**config.mk**
```make
export PLATFORM = sky130hd
export DESIGN_NAME = wb_arbiter_2m
export DESIGN_NICKNAME = d
export VERILOG_FILES = /design/src/rtl/wb_arbiter_2m.sv
export SDC_FILE = /design/constraint.sdc
export NUM_CORES = 1
export LEC_CHECK = 0
export ABC_AREA = 0
export CAP_MARGIN = 20
export CORE_MARGIN = 3
export CORE_UTILIZATION = 27
export CTS_CLUSTER_SIZE = 25
export DETAILED_ROUTE_END_ITERATION = 8
export GPL_TIMING_DRIVEN = 0
export PLACE_DENSITY = 0.77
export SLEW_MARGIN = 20
export SYNTH_ARGS = -nofsm -noshare
export SYNTH_HDL_FRONTEND = slang
export SYNTH_SLANG_ARGS = --single-unit
```
**constraint.sdc**
```tcl
create_clock -name clk -period 2.2 [get_ports clk]
set_clock_uncertainty 0.2 [all_clocks]
set_input_delay 0.66 -clock clk [delete_from_list [all_inputs] [get_ports clk]]
set_output_delay 0.66 -clock clk [all_outputs]
set_load 0.02 [all_outputs]
```
**src/rtl/wb_arbiter_2m.sv**
```systemverilog
// Two-master, one-slave Wishbone classic arbiter with round-robin grants,
// grant lock for the full cyc, and a strobe watchdog that force-completes stalls.
module wb_arbiter_2m #(
    parameter int ADR_W   = 7,
    parameter int DAT_W   = 8,
    parameter int TIMEOUT = 255
) (
    input  logic             clk,
    input  logic             rst,
    input  logic [ADR_W-1:0] m0_adr_i,
    input  logic [DAT_W-1:0] m0_dat_i,
    output logic [DAT_W-1:0] m0_dat_o,
    input  logic             m0_we_i,
    input  logic             m0_stb_i,
    input  logic             m0_cyc_i,
    output logic             m0_ack_o,
    input  logic [ADR_W-1:0] m1_adr_i,
    input  logic [DAT_W-1:0] m1_dat_i,
    output logic [DAT_W-1:0] m1_dat_o,
    input  logic             m1_we_i,
    input  logic             m1_stb_i,
    input  logic             m1_cyc_i,
    output logic             m1_ack_o,
    output logic [ADR_W-1:0] s_adr_o,
    output logic [DAT_W-1:0] s_dat_o,
    input  logic [DAT_W-1:0] s_dat_i,
    output logic             s_we_o,
    output logic             s_stb_o,
    output logic             s_cyc_o,
    input  logic             s_ack_i,
    output logic [1:0]       gnt_o,
    output logic             tmo_o,
    input  logic             tmo_clr_i
);

    // State encoding is the one-hot grant itself, so gnt_o doubles as the FSM state view.
    localparam logic [1:0] IDLE = 2'b00;
    localparam logic [1:0] GNT0 = 2'b01;
    localparam logic [1:0] GNT1 = 2'b10;

    localparam logic [7:0] TCNT_LAST = 8'(TIMEOUT - 1);

    logic [1:0] state;
    logic [1:0] state_nxt;
    logic       last;
    logic [7:0] tcnt;
    logic       tmo_q;
    logic       arb;
    logic       g0;
    logic       g1;
    logic       g_stb;
    logic       tmo_fire;

    assign g0 = (state == GNT0);
    assign g1 = (state == GNT1);

    // Re-arbitrate only when idle or when the owner has released cyc.
    always_comb begin
        state_nxt = state;
        arb       = g0 ? !m0_cyc_i : (g1 ? !m1_cyc_i : 1'b1);
        if (arb) begin
            if (m0_cyc_i && m1_cyc_i) begin
                state_nxt = last ? GNT0 : GNT1;
            end else if (m0_cyc_i) begin
                state_nxt = GNT0;
            end else if (m1_cyc_i) begin
                state_nxt = GNT1;
            end else begin
                state_nxt = IDLE;
            end
        end
    end

    always_comb begin
        s_adr_o = '0;
        s_dat_o = '0;
        s_we_o  = 1'b0;
        s_cyc_o = 1'b0;
        g_stb   = 1'b0;
        if (g0) begin
            s_adr_o = m0_adr_i;
            s_dat_o = m0_dat_i;
            s_we_o  = m0_we_i;
            s_cyc_o = m0_cyc_i;
            g_stb   = m0_stb_i;
        end else if (g1) begin
            s_adr_o = m1_adr_i;
            s_dat_o = m1_dat_i;
            s_we_o  = m1_we_i;
            s_cyc_o = m1_cyc_i;
            g_stb   = m1_stb_i;
        end
    end

    assign tmo_fire = g_stb && !s_ack_i && (tcnt == TCNT_LAST);
    assign s_stb_o  = g_stb && !tmo_fire;

    // Acks are qualified by the live strobe so a late slave ack after a timeout is dropped.
    assign m0_ack_o = g0 && g_stb && (s_ack_i || tmo_fire);
    assign m1_ack_o = g1 && g_stb && (s_ack_i || tmo_fire);
    assign m0_dat_o = g0 ? (tmo_fire ? '1 : s_dat_i) : '0;
    assign m1_dat_o = g1 ? (tmo_fire ? '1 : s_dat_i) : '0;

    assign gnt_o = state;
    assign tmo_o = tmo_q;

    always_ff @(posedge clk) begin
        if (rst) begin
            state <= IDLE;
            last  <= 1'b1;
            tcnt  <= 8'd0;
            tmo_q <= 1'b0;
        end else begin
            state <= state_nxt;
            if (state_nxt != state && state_nxt == GNT0) begin
                last <= 1'b0;
            end else if (state_nxt != state && state_nxt == GNT1) begin
                last <= 1'b1;
            end
            if (state_nxt != state || !g_stb || s_ack_i || tmo_fire) begin
                tcnt <= 8'd0;
            end else begin
                tcnt <= tcnt + 8'd1;
            end
            if (tmo_fire) begin
                tmo_q <= 1'b1;
            end else if (tmo_clr_i) begin
                tmo_q <= 1'b0;
            end
        end
    end

endmodule

```
==> qor.yml <==
run_status:
  status: "finished, violations left"
  violations: "setup timing"
layout:
  final_area_um2: 2354
  drive_gt1_share_pct: 52.61
  multi_input_area_um2: 824.5
  fin_cells: 274
  post-route-util_pct: 75.85
  n_fill_cell: 246
  antenna_cells: 0
  area_growth_pct: 162.3
  ff_latch_area_um2: 257.7
  nNetsFinal: 281
synthesis:
  synthXorXnorAreaFrac_pct: 3.905
  synth.cell_area_um2: 897.1
  synth_area_per_cell_um2: 7.539
  ys_ff_latch: 12
  synthMuxAreaShare_pct: 0
  synth_seq_area_share_pct: 26.78
  yosys.cell_types.count: 31
  syn_nets: 169
  syn_inst: 119
  synth_top_family_by_area: "compound AO/OA/AOI/OAI gates"
  synth_warnings: 0
  synth_fa_ha_area_share_pct: 2.789
  synth-simple-area-share_pct: 30.13
  synth_compound_area_share_pct: 31.66
route:
  routedWlPerCell_um: 16.69
  met3WireLength_um: 361
  dr_wl_met2_um: 2368
  vias: 1358
  via_per_inst: 4.956
  top_layer_used: "met4"
  drt-initial-drc-count: 36
  drt-met1-wl_um: 1791
  firstDrtPassIters: 4
  routed_wl_um: 4573
  drc: 0
  postRouteAntennaNets: 0
hold_path:
  worstHoldStart: "tcnt[5]"
  hold_end: "tcnt[5]"
  whs_path_depth: 2
  min-delay-path-class: "register to register"
grt:
  grt_max_degree: 11
  grt.overflow.total: 0
  grt_pass1_vias: 1377
  grt_pass1_wl_um: 7003
  grt_use_total_pct: 21.83
  grt_antenna_before_repair: 0
clock_tree:
  clock_sink_count: 12
  clock_path_buffers: 2
  root_buffer: "clkbuf_4"
  numCtsBuffers: 3
  clock_latency_ns: 0.28
  h-tree-depth: 1
  path_clk_slew_ns: 0.08
  cts_tree: "built"
place:
  io_buffers: 86
  dp_cells: 249
  place_area_um2: 1951
  gp_congestion: 0.8401
  post-dp-hpwl_um: 3015
  preCtsSetupSlack_ns: -1.593
power_and_ir_drop:
  ir_drop_mv: 0.2728
  power_per_cell_area_nw_per_um2: 336.7
  power_leakage_nw: 1.013
  power_mw: 0.7924
sta:
  setup_viol: 36
  relSlewSlack_pct: 58.26
  slew_violations: 0
  fmax_mhz: 368.7
  hold_slack_ns: 0.3149
  hold_violations: 0
  period_needed_ns: 2.712
  worst_pin_slew_ns: 0.6261
  tns_ns: -15.31
  rsz0062_at_grt: "true"
  layout_setup_ws_ns: -0.5122
  fin_crit_sh_pct: 123.3
flow_run:
  cap_violations: 0
floorplan:
  fp.coreArea_um2: 3103
  rows: 20
  chipHeight_um: 63.64
  start_util_pct: 28.91
  die_x_um: 63.64
  dieArea_um2: 4050
  io_pins: 87
setup_path:
  crit_start: "gnt_o[0]"
  crit_path_start_kind: "register"
  cp.arrival_ns: 1.85
  r2r_setup_slack_ns: 0.11
  reg2reg_from: "gnt_o[0]"
  end_kind: "output port"
  crit_type: "register to output port"
  critical_path.max_fanout: 5
  required_ns: 1.34
  rr_endpoint: "tcnt[7]"
  r2r_cells: 7
[state kept, by name, summed over array words and instances, names as in the netlist]
name / count
last: 1
tmo_o: 1
gnt_o: 2
tcnt: 8
[synthesized netlist by cell type]
library cell | count | area, um^2
o221ai_1 | 1 | 8.760
ha_1 | 2 | 25.02
xnor2_1 | 1 | 8.760
xor2_1 | 3 | 26.28
a21oi_1 | 7 | 35.03
dfxtp_1 | 12 | 240.2
nand3_1 | 5 | 25.02
nand3b_2 | 1 | 11.26
nor2b_1 | 1 | 6.260
o21ai_0 | 1 | 5.000
a31oi_1 | 1 | 6.260
or2b_1 | 1 | 7.510
clkbuf_2 | 1 | 5.000
nand4_1 | 1 | 6.260
and3_1 | 1 | 6.260
nor2_1 | 36 | 135.1
nand2_1 | 2 | 7.510
inv_1 | 4 | 15.01
a22o_1 | 16 | 140.1
a41oi_1 | 1 | 8.760
or4_1 | 1 | 7.510
nand3b_1 | 5 | 37.54
a31oi_2 | 1 | 12.51
o211a_1 | 1 | 10.01
a211oi_1 | 2 | 15.01
and2_1 | 1 | 6.260
a2111oi_4 | 1 | 27.53
a311oi_2 | 1 | 15.01
nand2b_1 | 1 | 6.260
clkbuf_1 | 6 | 22.52
and2b_1 | 1 | 7.510
[critical path, cell delays in order, from the launching register on]
cell       delay [ns]
dfxtp_2          0.33
buf_8            0.12
nand3b_1         0.22
a2111oi_4        0.40
buf_6            0.20
nor2_4           0.05
nor2_2           0.10
buf_6            0.13
[worst max path at each step]
stage,to,slack (ns),cells past startpoint
final,m1_dat_o[3],-0.51,7
after global routing,m0_dat_o[4],-0.61,7
after CTS,m1_dat_o[3],-0.54,7
after detailed placement,m1_dat_o[3],-1.59,6
after global placement,m1_dat_o[2],-1.51,6
after floorplan,m0_dat_o[0],-0.40,4
[placed cells by master, fill, tap and decap left out, types with 5 or more instances in the layout]
cell	count
nor2_1	8
nor2_2	20
dlygate4sd2_1	16
nand3b_1	5
buf_6	47
a22o_1	8
a22o_4	8
a21oi_1	6
buf_4	11
dfxtp_2	5
clkdlybuf4s50_1	31
nor2_4	8
[logic make-up after synthesis]
| family | count (synthesis) |
|---|---|
| compound gates | 33 |
| xor+xnor | 4 |
| fa+ha+maj | 2 |
| simple gates | 57 |
| buf+inv | 11 |
| flops | 12 |
[per-layer routing]
layer  GRT usage, %  up-vias
met4          5.930        0
met2          39.77       68
met1          24.38      621
met3          6.417        7
met5              0        -
li1               -      662
[layout make-up]
class | instances | share of cell area, %
repair buffers | 108 | 45.99
multi-input cells | 96 | 35.03
flip-flops and latches | 12 | 10.95
plain buffers | 6 | 3.402
well taps | 44 | 2.339
clock buffers | 4 | 1.542
inverters | 4 | 0.7443
[where the power goes]
| part | leakage, nW | total [mW] | internal, mW | switching, mW |
|---|---|---|---|---|
| clock | 0.0210 | 0.180 | 0.101 | 0.0789 |
| combinational | 0.890 | 0.387 | 0.221 | 0.167 |
| sequential | 0.102 | 0.225 | 0.219 | 0.00626 |
| total | 1.01 | 0.792 | 0.541 | 0.252 |
[what timing repair did]
action | in CTS | in global routing
pin swaps | 14 | 8
gates resized for setup | 269 | 24
hold buffers | 0 | 0
buffers inserted | 16 | 6
cloned | 1 | 2
endpoints found under the setup margin | 45 | 37
Power figures use the tool's default switching activity.
